===== config.mk =====
export PLATFORM = sky130hd
export DESIGN_NAME = lc3b_regfile_flat
export DESIGN_NICKNAME = d
export VERILOG_FILES = /design/src/rtl/lc3b_regfile_if.sv /design/src/rtl/lc3b_regfile.sv /design/src/flat_wrapper.sv
export SDC_FILE = /design/constraint.sdc
export NUM_CORES = 1
export LEC_CHECK = 0
export CAP_MARGIN = 20
export CORE_MARGIN = 10
export CORE_UTILIZATION = 30
export DETAILED_ROUTE_END_ITERATION = 8
export PLACE_DENSITY_LB_ADDON = 0.12
export SETUP_SLACK_MARGIN = 0.1
export SYNTH_ARGS = -nofsm -noshare
export SYNTH_HDL_FRONTEND = slang
export SYNTH_SLANG_ARGS = --single-unit

===== constraint.sdc =====
create_clock -name CLK -period 3.1 [get_ports CLK]
set_input_delay 0.62 -clock CLK [delete_from_list [all_inputs] [get_ports CLK]]
set_output_delay 0.62 -clock CLK [all_outputs]
set_load 0.01 [all_outputs]

===== src/rtl/lc3b_regfile_if.sv =====
// Register-file access bundle: write port, condition-code load, two read ports and NZP flags.
interface lc3b_regfile_if #(
  parameter int WIDTH = 16,
  parameter int NREGS = 8
);
  localparam int AW = $clog2(NREGS);

  logic             LD_REG;
  logic [AW-1:0]    DR;
  logic [WIDTH-1:0] BUS;
  logic             LD_CC;
  logic [AW-1:0]    SR1;
  logic [AW-1:0]    SR2;
  logic [WIDTH-1:0] SR1OUT;
  logic [WIDTH-1:0] SR2OUT;
  logic             N;
  logic             Z;
  logic             P;

  modport master (
    output LD_REG, DR, BUS, LD_CC, SR1, SR2,
    input  SR1OUT, SR2OUT, N, Z, P
  );

  modport slave (
    input  LD_REG, DR, BUS, LD_CC, SR1, SR2,
    output SR1OUT, SR2OUT, N, Z, P
  );
endinterface


===== src/rtl/lc3b_regfile.sv =====
// LC-3b R0-R7 register file with NZP flags; writes land on the rising edge, reads are combinational.
// Optional REGFILE_BYPASS_EN macro forwards BUS to a read port addressing the register being written.
module lc3b_regfile #(
  parameter int WIDTH = 16,
  parameter int NREGS = 8
) (
  input logic           CLK,
  input logic           RESET_N,
  lc3b_regfile_if.slave rf
);
  localparam int AW = $clog2(NREGS);

  logic [WIDTH-1:0] regs_q [NREGS];
  logic [WIDTH-1:0] regs_d [NREGS];
  logic [2:0]       nzp_q;
  logic [2:0]       nzp_d;
  logic [WIDTH-1:0] sr1_out;
  logic [WIDTH-1:0] sr2_out;

  always_comb begin
    regs_d = regs_q;
    nzp_d  = nzp_q;
    if (rf.LD_REG) begin
      regs_d[rf.DR] = rf.BUS;
    end
    if (rf.LD_CC) begin
      nzp_d = {rf.BUS[WIDTH-1],
               (rf.BUS == '0),
               ~rf.BUS[WIDTH-1] & (rf.BUS != '0)};
    end
  end

  // Reset wins over any write or flag load presented on the same edge.
  always_ff @(posedge CLK) begin
    if (!RESET_N) begin
      for (int i = 0; i < NREGS; i++) begin
        regs_q[i] <= '0;
      end
      nzp_q <= 3'b010;
    end else begin
      regs_q <= regs_d;
      nzp_q  <= nzp_d;
    end
  end

  always_comb begin
    sr1_out = regs_q[rf.SR1];
    sr2_out = regs_q[rf.SR2];
`ifdef REGFILE_BYPASS_EN
    // Forward only when the write will actually commit at the coming edge.
    if (RESET_N && rf.LD_REG && (rf.DR == rf.SR1)) begin
      sr1_out = rf.BUS;
    end
    if (RESET_N && rf.LD_REG && (rf.DR == rf.SR2)) begin
      sr2_out = rf.BUS;
    end
`else
    sr1_out = regs_q[rf.SR1];
    sr2_out = regs_q[rf.SR2];
`endif
  end

  assign rf.SR1OUT = sr1_out;
  assign rf.SR2OUT = sr2_out;
  assign rf.N      = nzp_q[2];
  assign rf.Z      = nzp_q[1];
  assign rf.P      = nzp_q[0];

  logic [AW-1:0] unused_aw;
  assign unused_aw = '0;
endmodule


===== src/flat_wrapper.sv =====
// flat-port wrapper written by rule: the top's interface ports become plain ports
module lc3b_regfile_flat 
#(
  parameter int WIDTH = 16,
  parameter int NREGS = 8
)
  (CLK, RESET_N, rf_LD_REG, rf_DR, rf_BUS, rf_LD_CC, rf_SR1, rf_SR2, rf_SR1OUT, rf_SR2OUT, rf_N, rf_Z, rf_P);
  lc3b_regfile_if #(.WIDTH(WIDTH), .NREGS(NREGS)) rf_i ();
  input logic CLK;
  input logic RESET_N;
  input wire logic [$bits(rf_i.LD_REG)-1:0] rf_LD_REG;
  input wire logic [$bits(rf_i.DR)-1:0] rf_DR;
  input wire logic [$bits(rf_i.BUS)-1:0] rf_BUS;
  input wire logic [$bits(rf_i.LD_CC)-1:0] rf_LD_CC;
  input wire logic [$bits(rf_i.SR1)-1:0] rf_SR1;
  input wire logic [$bits(rf_i.SR2)-1:0] rf_SR2;
  output wire logic [$bits(rf_i.SR1OUT)-1:0] rf_SR1OUT;
  output wire logic [$bits(rf_i.SR2OUT)-1:0] rf_SR2OUT;
  output wire logic [$bits(rf_i.N)-1:0] rf_N;
  output wire logic [$bits(rf_i.Z)-1:0] rf_Z;
  output wire logic [$bits(rf_i.P)-1:0] rf_P;
  assign rf_i.LD_REG = rf_LD_REG;
  assign rf_i.DR = rf_DR;
  assign rf_i.BUS = rf_BUS;
  assign rf_i.LD_CC = rf_LD_CC;
  assign rf_i.SR1 = rf_SR1;
  assign rf_i.SR2 = rf_SR2;
  assign rf_SR1OUT = rf_i.SR1OUT;
  assign rf_SR2OUT = rf_i.SR2OUT;
  assign rf_N = rf_i.N;
  assign rf_Z = rf_i.Z;
  assign rf_P = rf_i.P;
  lc3b_regfile #(.WIDTH(WIDTH), .NREGS(NREGS)) u_core (.CLK(CLK), .RESET_N(RESET_N), .rf(rf_i));
endmodule

## Word level (Yosys, flattened, before mapping)

Cells that the tools add are included.

- Register bits: 131
- Latch bits: 0
- Bits in writable memories: 0
- Memory bits (read-only): 0
- Input bits: 29
- Logic and storage cells: 30
- Memories: 0

- $add $sub $neg: 0
- Multiply operators: 0
- Divide/modulo/power cells: 0
- Magnitude comparators: 4
- Eq/ne operators: 0
- Shift operators: 0
- Muxes and demuxes: 9
- Bitwise logic cells: 5
- Reduce and logical (&&, ||, !) cells: 3

Operators with widths:

| kind | count |
|---|---|
| 128-bit bitwise mux | 1 |
| 16-bit binary-select mux with 3-bit select | 2 |
| 16-bit 2-to-1 mux | 5 |
| 16-bit demux with 3-bit select | 1 |
| 16-bit logical NOT | 1 |
| 16-bit nonzero test | 1 |
| 4-bit greater-or-equal comparator, second input constant | 3 |
| 3-bit NOT with 4-bit output | 3 |
| 4-bit by 1-bit less-than comparator with 1-bit output, second input constant | 1 |
| 1-bit bitwise AND | 1 |
| 1-bit logical AND | 1 |
| 1-bit NOT | 1 |

## Longest topological paths before layout

Gate-level depths: netlist (run 1).

- Depth after elaboration: 6
- Mapped depth: 6
- Gate-level depth less buffers: 3

## Worst setup path after synthesis (run 1)

No wires, ideal clock.

- Kind: input port to output port
- From: input port rf_SR1[0]
- To: output port rf_SR1OUT[0]
- Arrival time: 1.685 ns
- Slack: 0.795 ns
- Stages on the path: 4
- Path buffers: 2
- Path through: buf_6 -> buf_6 -> mux4_1 -> mux2_2

- Cells in the longest elaborated chain, start to end: 4

Ends and longest elaborated chain:

| what | RTL line | text |
|---|---|---|
| from (decl) | flat_wrapper.sv:15 | `input wire logic [$bits(rf_i.SR1)-1:0] rf_SR1;` |
| 3-bit NOT with 4-bit output | n/a |  |
| 16-bit binary-select mux with 3-bit select | n/a |  |
| 16-bit 2-to-1 mux (not written as such) (2 in a row) | lc3b_regfile.sv:58 | `sr1_out = regs_q[rf.SR1];` |
| to (decl) | flat_wrapper.sv:17 | `output wire logic [$bits(rf_i.SR1OUT)-1:0] rf_SR1OUT;` |

Every way passes these cells. The select of a mux whose other input is x is not followed.

## Worst setup path in the final report (run 1)

- From: input port rf_SR1[0]
- To: output port rf_SR1OUT[14]

The elaborated chain is that of the path after synthesis.

==> flow_summary.ini, run 1 <==
[status]
status = finished clean

[logic_synthesis]
synth_top_area_share_pct = 36.07
ys.flop_type = dfxtp_1
synth_cell_types = 27
synth_top_cell_by_area = dfxtp_1
async_flop_share_pct = 0
yosys-top-cells-count = 257 x nand2_1, 131 x dfxtp_1, 74 x a21boi_0
synth_top_cells_by_area = dfxtp_1 36%, mux4_1 23%, nand2_1 13%
ys_ff_latch = 131
yosysSeqAreaShare_pct = 36.07
syn_nets = 748
syn_area_um2 = 7271
syn_avg_cell_area_um2 = 10.11
syn_inst = 719
ys.warnings.count = 0
yosysMostFrequentCell = nand2_1
synth-edff-count = 0

[die]
initial_core_util_pct = 30.70
rows = 56
pin_count = 64
dieArea_um2 = 30860
core_region_area_um2 = 23680
die_x_um = 175.7
die_y_um = 175.7

[critical_path]
path_cells = buf_2 > buf_12 > mux4_1 > mux2_2 > clkdlybuf4s50_1
cp_max_fo = 17
path_class = input pin to output port
critPathRequiredTime_ns = 2.48
crit_path_end_kind = output port
slowest_delay_ns = 0.57
crit_path_start_kind = input pin
cpMaxStageDelayCell = mux4_1
worstPathArrival_ns = 2.35

[detailed_routing]
drtIter0Drc = 375
via_per_inst = 5.285
postRouteAntennaNets = 0
drcViolationCount = 0
vias = 5798
routedWlPerCell_um = 23.65
routed_wl_um = 25940
firstDrtPassIters = 7

[layout]
area_growth_pct = 24.35
utilization_pct = 38.18
fin_area_um2 = 9041
nets = 793
fill_cells = 2378
drive_gt1_share_pct = 15.06

[cts]
cts_tree = built
numClockSinks = 131
clk_pin_slew_ns = 0.06
cts_buffer_depth = 2
tritoncts.num_buffers = 17
h-tree-depth = 4
clk_latency_ns = 0.43
root_buffer = clkbuf_16
cts_hold_buf = 0

[timing]
final.period_utilization_pct = 95.85
tightest_slew_ns = 0.9123
finalSetupViolations = 0
worst_hold_slack_ns = 0.4641
post-route-min-period_ns = 2.971
fin_setup_tns_ns = 0
finalMaxSlewViolations = 0
rsz0062_at_grt = true
fin_skew_ns = 0
hold_viol_final = 0
relSlewSlack_pct = 38.62
fmax_ghz = 0.3365

[global_route]
overflow = 0
grt_pass1_vias = 5941
grt_max_degree = 94
grt_first_pass_wirelength_um = 39020
track_usage_pct = 16.96
grt_antenna_before_repair = 1

[min_path]
hold_path_class = flop to flop

[placed_design]
portBuffers = 63
placed_area_um2 = 8254
dp_hpwl_um = 16350
gp_congestion = 0.7792

[power]
leakagePower_nw = 3.571
pwr_density_cell_nw_per_um2 = 502.5
irDropWorstVdd_v = 0.0003107

[run]
drv_cap = 0
-- sequential cells by signal (all words and copies together), names as in the netlist --
signal         flops
u_core.regs_q    128
u_core.nzp_q       3
-- stage by stage --
| stage | cells | total power [W] | setup slack [ns] |
|---|---|---|---|
| 5_1_grt | 1096 | 0.004681 | 0.08618 |
| 3_5_place_dp | 1058 | 0.002234 | -0.06874 |
| 4_1_cts | 1092 | 0.004583 | 0.1014 |
| 3_3_place_gp | 1058 | 0.002226 | -0.06769 |
| 2_1_floorplan | 719 | 0.002037 | 0.7947 |
| 6_report | 1097 | 0.004543 | 0.1286 |
-- final cells by class --
| class | count | area (µm²) | share of cell area (%) |
|---|---|---|---|
| Multi-Input combinational cell | 508 | 4207 | 46.53 |
| Sequential cell | 131 | 2623 | 29.01 |
| Timing Repair Buffer | 105 | 1134 | 12.54 |
| Clock buffer | 19 | 442.9 | 4.899 |
| Tap cell | 319 | 399.1 | 4.415 |
| Clock inverter | 13 | 230.2 | 2.546 |
| Inverter | 1 | 3.754 | 0.04152 |
| Antenna cell | 1 | 2.502 | 0.02768 |
-- placed cells by master (no fill, tap or decap), types with 4 or more instances in the layout --
cell	instances
buf_4	28
mux4_1	61
clkbuf_16	17
a21boi_0	74
buf_12	10
mux2_2	32
bufinv_16	6
dfxtp_1	131
nand2_1	257
clkdlybuf4s50_1	50
dlymetal6s2s_1	8
nor4_1	4
a21boi_1	55
-- kinds of logic (layout without fill, tap and decap cells) --
kind of cell | Yosys count | count (layout) | share of synthesized area, %
buffers and inverters | 80 | 138 | 5.920
muxes | 97 | 97 | 28.22
DFF | 131 | 131 | 36.07
other | 0 | 1 | 0
and+or+nand+nor | 280 | 280 | 16.26
AOI/OAI and AO/OA | 131 | 131 | 13.53
-- where the power goes --
| part | total [W] | switching (W) | internal (W) |
|---|---|---|---|
| Combinational | 0.000463 | 0.000241 | 0.000222 |
| Clock | 0.00233 | 0.000802 | 0.00153 |
| Sequential | 0.00175 | 0.0000279 | 0.00172 |
-- routing by layer --
layer | share of wire, % | GRT usage [%]
met1 | 45 | 21.79
met2 | 46 | 27.08
met4 | 1.9 | 5.369
met5 | 0 | 0
met3 | 7.3 | 4.589
-- worst paths after layout --
check	depth (start not counted)	start	slack, ns	end
max	5	rf_SR1[0]	0.13	rf_SR1OUT[14]
min	2	u_core.regs_q[23]$_SDFFE_PN0P_	0.46	u_core.regs_q[23]$_SDFFE_PN0P_
max reg2reg	2	u_core.regs_q[67]$_SDFFE_PN0P_	2.36	u_core.regs_q[67]$_SDFFE_PN0P_
min reg2reg	2	u_core.regs_q[23]$_SDFFE_PN0P_	0.46	u_core.regs_q[23]$_SDFFE_PN0P_
-- worst max-delay path: cells and delay by family --
kind	cells	cell delay [ns]
mux	2	0.89
buf+inv	3	0.83
-- timing repair --
| action | CTS | global route |
|---|---|---|
| buffers inserted | 0 | 4 |
| gates cloned | 2 | 0 |
| setup endpoints to repair | 32 | 22 |
| resized for setup | 7 | 13 |
Note: power is estimated with default switching activity, not from simulation.
==> run 2: changes to the inputs <==
Settings changed: CTS_CLUSTER_DIAMETER from default to 120, PLACE_DENSITY_LB_ADDON 0.12 to 0.15.
==> run 2 against run 1 <==
Against the previous run:
- combinational power fell by 2%
- sequential power barely moved
- global-route usage fell by 0.98 points
- maximum frequency barely moved
- via count fell by 1.2%
- worst hold slack got worse by 0.00066 ns
- flip-flop and latch count did not move
- die area did not move
- final cell count barely moved
- clock skew did not move
- wire length fell by 4.7%
==> flow_summary.ini, run 2 (same netlist as run 1, synthesis figures left out) <==
[cts]
clk_pin_slew_ns = 0.06
h-tree-depth = 4
clk_latency_ns = 0.42
numClockSinks = 131
root_buffer = clkbuf_16
cts_setup_buffers = 0
cts_hold_buf = 0
tritoncts.num_buffers = 17
cts_tree = built
cts_buffer_depth = 2

[layout]
layout.cells.non_filler = 1098
utilization_pct = 38.22
final_cell_mix = 257 x nand2_1, 131 x dfxtp_1, 74 x a21boi_0, 62 x mux4_1, 55 x a21boi_1
reg.largest.list = u_core.regs_q x128, u_core.nzp_q x3
nets = 795
largest_reg_flops = 128
n_antenna_cell = 0
area_growth_pct = 24.49
fill_cells = 2375
layout_commonest_cell = nand2_1
drive_gt1_share_pct = 15.15
regMostFlops = u_core.regs_q

[global_route]
track_usage_pct = 15.98
grt_pass1_vias = 5780
overflow = 0
grt_first_pass_wirelength_um = 36930
grt_antenna_before_repair = 1
grt_max_degree = 107

[critical_path]
crit_path_start_kind = input pin
worstPathArrival_ns = 2.35
path_class = input pin to output port
critPathRequiredTime_ns = 2.48
cp_max_fo = 16
crit_path_end_kind = output port
rrSetupSlack_ns = 2.40
rr_worst_depth = 2
r2r-start = u_core.regs_q[36]$_SDFFE_PN0P_
r2r-end = u_core.regs_q[36]$_SDFFE_PN0P_

[timing]
hold_viol_final = 0
rsz0062_at_grt = true
final.period_utilization_pct = 95.88
finalSetupViolations = 0
fmax_ghz = 0.3364
fin_setup_tns_ns = 0
tightest_slew_ns = 1.091
post-route-min-period_ns = 2.972
relSlewSlack_pct = 26.60
fin_skew_ns = 0
setup_ws_ns = 0.1277
finalMaxSlewViolations = 0

[detailed_routing]
postRouteAntennaNets = 0
routed_wl_um = 24730
drcViolationCount = 0
drtIter0Drc = 349
firstDrtPassIters = 5
vias = 5730
via_per_inst = 5.219
routedWlPerCell_um = 22.52

[power]
switching_share_pct = 23.60
leakagePower_nw = 3.695
power_w = 0.004440
p_int_w = 0.003392
p_clk_share_pct = 50.4
pwr_density_cell_nw_per_um2 = 490.5
p_comb_share_pct = 10.2
irDropWorstVdd_v = 0.0003192
power.switching_w = 0.001048
seqPwrFrac_pct = 39.4

[status]
status = finished clean

[min_path]
whs_path_depth = 2
hold_path_class = flop to flop
whs_endpoint = u_core.regs_q[109]$_SDFFE_PN0P_
worst_hold_startpoint = u_core.regs_q[109]$_SDFFE_PN0P_

[die]
die_x_um = 175.7
core_region_area_um2 = 23680
dieArea_um2 = 30860
die_y_um = 175.7
pin_count = 64
initial_core_util_pct = 30.70
rows = 56

[placed_design]
gp_congestion = 0.7646
dpl.cell_count = 1064
dp_hpwl_um = 15840
portBuffers = 63
place_ws_ns = -0.07245

[run]
drv_cap = 0
[run 2: cell count changes in the layout (fill, tap and decap cells not counted), sizes merged]
cell | previous run | this run
clkinvlp | 3 | 1
clkinv | 3 | 7
buf | 43 | 45
diode | 1 | 0
inv | 2 | 1
clkdlybuf4s50 | 50 | 44
bufinv | 6 | 5
dlymetal6s2s | 8 | 14
[run 2: metrics by stage]
step | instance area [µm²] | hold WS (ns)
after floorplan | 7271 | 0.4385
after global placement | 8312 | 0.4440
after detailed placement | 8312 | 0.4554
after CTS | 9029 | 0.4637
after global routing | 9051 | 0.4886
final | 9051 | 0.4634
[run 2: repair_timing]
item	CTS	global route
hold endpoints to repair	0	0
gates resized for setup	5	17
setup endpoints to repair	32	20
cloned	2	0
[run 2: power groups by stage]
stage	combinational (W)	sequential [W]	clock [W]
3_3_place_gp	0.000440	0.00178	0
5_1_grt	0.000484	0.00175	0.00234
6_report	0.000454	0.00175	0.00224
2_1_floorplan	0.000262	0.00177	0
3_5_place_dp	0.000445	0.00178	0
4_1_cts	0.000461	0.00175	0.00228
[run 2: final cells by class]
type,instances,area [µm²],share of cell area (%)
repair buffers,107,1165,12.87
inverters,1,3.754,0.04147
multi-input cells,508,4210,46.52
well taps,319,399.1,4.410
clock inverters,13,207.7,2.295
clock buffers,19,442.9,4.894
flip-flops and latches,131,2623,28.97
[run 2: worst max-delay path, stage by stage]
cell	delay, ns
buf_2	0.14
buf_12	0.18
mux4_1	0.63
mux2_2	0.29
clkdlybuf4s50_1	0.48
[run 2: worst max path at each step]
stage / startpoint / end / slack, ns
global route: rf_SR1[0] / rf_SR1OUT[6] / 0.09
CTS: rf_SR2[0] / rf_SR2OUT[0] / 0.08
finish: rf_SR2[0] / rf_SR2OUT[6] / 0.13
detailed placement: rf_SR2[1] / rf_SR2OUT[0] / -0.07
global placement: rf_SR2[1] / rf_SR2OUT[15] / -0.07
floorplan: rf_SR1[0] / rf_SR1OUT[0] / 0.79
[run 2: metal layers]
layer | wire length, µm | vias up | global-route usage [%]
met5 | 9 | - | 0
met4 | 380 | 2 | 4.945
met3 | 1246 | 24 | 3.324
met2 | 11850 | 157 | 26.30
met1 | 11250 | 2880 | 20.53
li1 | - | 2667 | -
==> run 3: changes to the inputs <==
--- a/constraint.sdc
+++ b/constraint.sdc
@@ -3,2 +3,2 @@
 set_output_delay 0.62 -clock CLK [all_outputs]
-set_load 0.01 [all_outputs]
+set_load 0.1 [all_outputs]
==> run 3 against run 2 <==
Against the previous run:
- clock skew stayed put
- critical path depth is the same
- cell area is 1.0% higher
- highest routed layer unchanged
- flip-flop and latch count unchanged
- largest cell class unchanged
- largest power group unchanged
==> flow_summary.ini, run 3 (same netlist as run 1, synthesis figures left out) <==
[die]
dieArea_um2 = 30860
die_y_um = 175.7
initial_core_util_pct = 30.70
core_region_area_um2 = 23680
rows = 56
die_x_um = 175.7
pin_count = 64

[min_path]
whs_endpoint = u_core.regs_q[7]$_SDFFE_PN0P_
worst_hold_startpoint = u_core.regs_q[7]$_SDFFE_PN0P_
hold_path_class = flop to flop
whs_path_depth = 2

[detailed_routing]
via_per_inst = 5.207
postRouteAntennaNets = 0
drtIter0Drc = 308
vias = 5670
drcViolationCount = 0
routedWlPerCell_um = 22.17
firstDrtPassIters = 5
routed_wl_um = 24140

[layout]
fill_cells = 2365
regMostFlops = u_core.regs_q
largest_reg_flops = 128
final_cell_mix = 257 x nand2_1, 131 x dfxtp_1, 74 x a21boi_0, 64 x mux4_1, 55 x a21boi_1
nets = 786
drive_gt1_share_pct = 17.95
reg.largest.list = u_core.regs_q x128, u_core.nzp_q x3
area_growth_pct = 25.74
layout_commonest_cell = nand2_1

[critical_path]
slowest_delay_ns = 0.50
cpMaxStageDelayCell = clkdlybuf4s50_1
r2r-end = u_core.nzp_q[1]$_SDFFE_PN1P_
cp_max_fo = 32
rrSetupSlack_ns = 2.37
crit_path_start_kind = input pin
rr_worst_depth = 2
r2r-start = u_core.nzp_q[1]$_SDFFE_PN1P_
path_class = input pin to output port
crit_path_end_kind = output port
crit_top_cell = buf_12
crit_family = buffers and inverters
worstPathArrival_ns = 2.23
path_cells = clkdlybuf4s50_1 > buf_12 > mux4_1 > mux2_2 > buf_12
critPathRequiredTime_ns = 2.48
crit_buf_inv = 3

[power]
power.switching_w = 0.001129
pwr_density_cell_nw_per_um2 = 479.1
seqPwrFrac_pct = 39.9
leakagePower_nw = 3.492
p_int_w = 0.003251
irDropWorstVdd_v = 0.0002789
p_comb_share_pct = 12.9
switching_share_pct = 25.77
p_clk_share_pct = 47.2
power_w = 0.004380

[cts]
clk_pin_slew_ns = 0.06
cts_hold_buf = 0
h-tree-depth = 4
numClockSinks = 131
tritoncts.num_buffers = 17
cts_setup_buffers = 0
clk_latency_ns = 0.41
root_buffer = clkbuf_16
cts_tree = built
cts_resized = 0
cts_buffer_depth = 2

[global_route]
grt_max_degree = 64
grt_use_met2_pct = 25.14
grt_antenna_before_repair = 1
busiest_layer = met2
met3_usage_pct = 4.718
grt_first_pass_wirelength_um = 36220
use_met1_pct = 19.74
track_usage_pct = 15.52
overflow = 0
grt_pass1_vias = 5693

[timing]
post-route-min-period_ns = 2.847
fmax_ghz = 0.3513
finalSetupViolations = 0
rsz0062_at_grt = false
fin_setup_tns_ns = 0
tightest_slew_ns = 0.7727
finalMaxSlewViolations = 0
fin_skew_ns = 0
hold_viol_final = 0
final.period_utilization_pct = 91.82
relSlewSlack_pct = 48.49

[placed_design]
portBuffers = 63
dp_hpwl_um = 15620
gp_congestion = 0.7679

[status]
status = finished clean

[run]
drv_cap = 0
## run 3: cell count changes in the layout (fill, tap and decap cells not counted), sizes merged
cell	delta
clkinvlp	+2
buf	+28
clkdlybuf4s15	-1
bufinv	-2
clkdlybuf4s50	-19
diode	+1
bufbuf	-2
clkbuf	+1
clkinv	-3
dlymetal6s2s	-14
## run 3: how the worst max path moves through the flow
stage	end	cells after the start	slack, ns	from
finish	rf_SR1OUT[6]	5	0.25	rf_SR1[1]
global route	rf_SR1OUT[6]	5	0.21	rf_SR1[1]
CTS	rf_SR1OUT[6]	5	0.23	rf_SR1[1]
detailed placement	rf_SR1OUT[6]	5	0.23	rf_SR1[1]
global placement	rf_SR2OUT[3]	5	0.22	rf_SR2[1]
floorplan	rf_SR1OUT[0]	4	0.60	rf_SR1[0]
## run 3: worst min-delay path, stage by stage, from the launching register on
cell and delay, ns:
dfxtp_1 0.31, nand2_1 0.05, a21boi_1 0.05
## run 3: metrics by stage
step                      hold slack [ns]  worst slack [ns]  area (µm²)  utilization [%]  cells
final                              0.4641            0.2535        9143            38.60   1089
after global routing               0.4803            0.2118        9140            38.59   1088
after CTS                          0.4655            0.2277        9140            38.59   1088
after detailed placement           0.4570            0.2307        8547            36.09   1057
after global placement             0.4462            0.2230        8547            36.09   1057
after floorplan                    0.4385            0.5991        7271                -    719
## run 3: metal layers
layer  vias to the layer above  wire [µm]  share of wire, %
met5                         -         13             0.054
met4                         2        343               1.4
met3                        24       1451               6.0
met2                       155      11340                47
met1                      2841      10990                46
li1                       2648          -                 -
## run 3: cell type report
cell class	count	area, µm²	area share [%]
Multi-Input combinational cell	508	4218	46.13
Sequential cell	131	2623	28.68
Timing Repair Buffer	98	1304	14.26
Clock buffer	21	460.4	5.036
Tap cell	319	399.1	4.366
Clock inverter	10	132.6	1.451
Inverter	1	3.754	0.04106
Antenna cell	1	2.502	0.02737
## run 3: power groups by stage
stage / clock, W / sequential (W) / combinational, W
after floorplan: 0 / 0.00179 / 0.000347
after global placement: 0 / 0.00178 / 0.000563
after detailed placement: 0 / 0.00178 / 0.000568
after CTS: 0.00210 / 0.00175 / 0.000570
after global routing: 0.00218 / 0.00175 / 0.000594
final: 0.00207 / 0.00175 / 0.000566
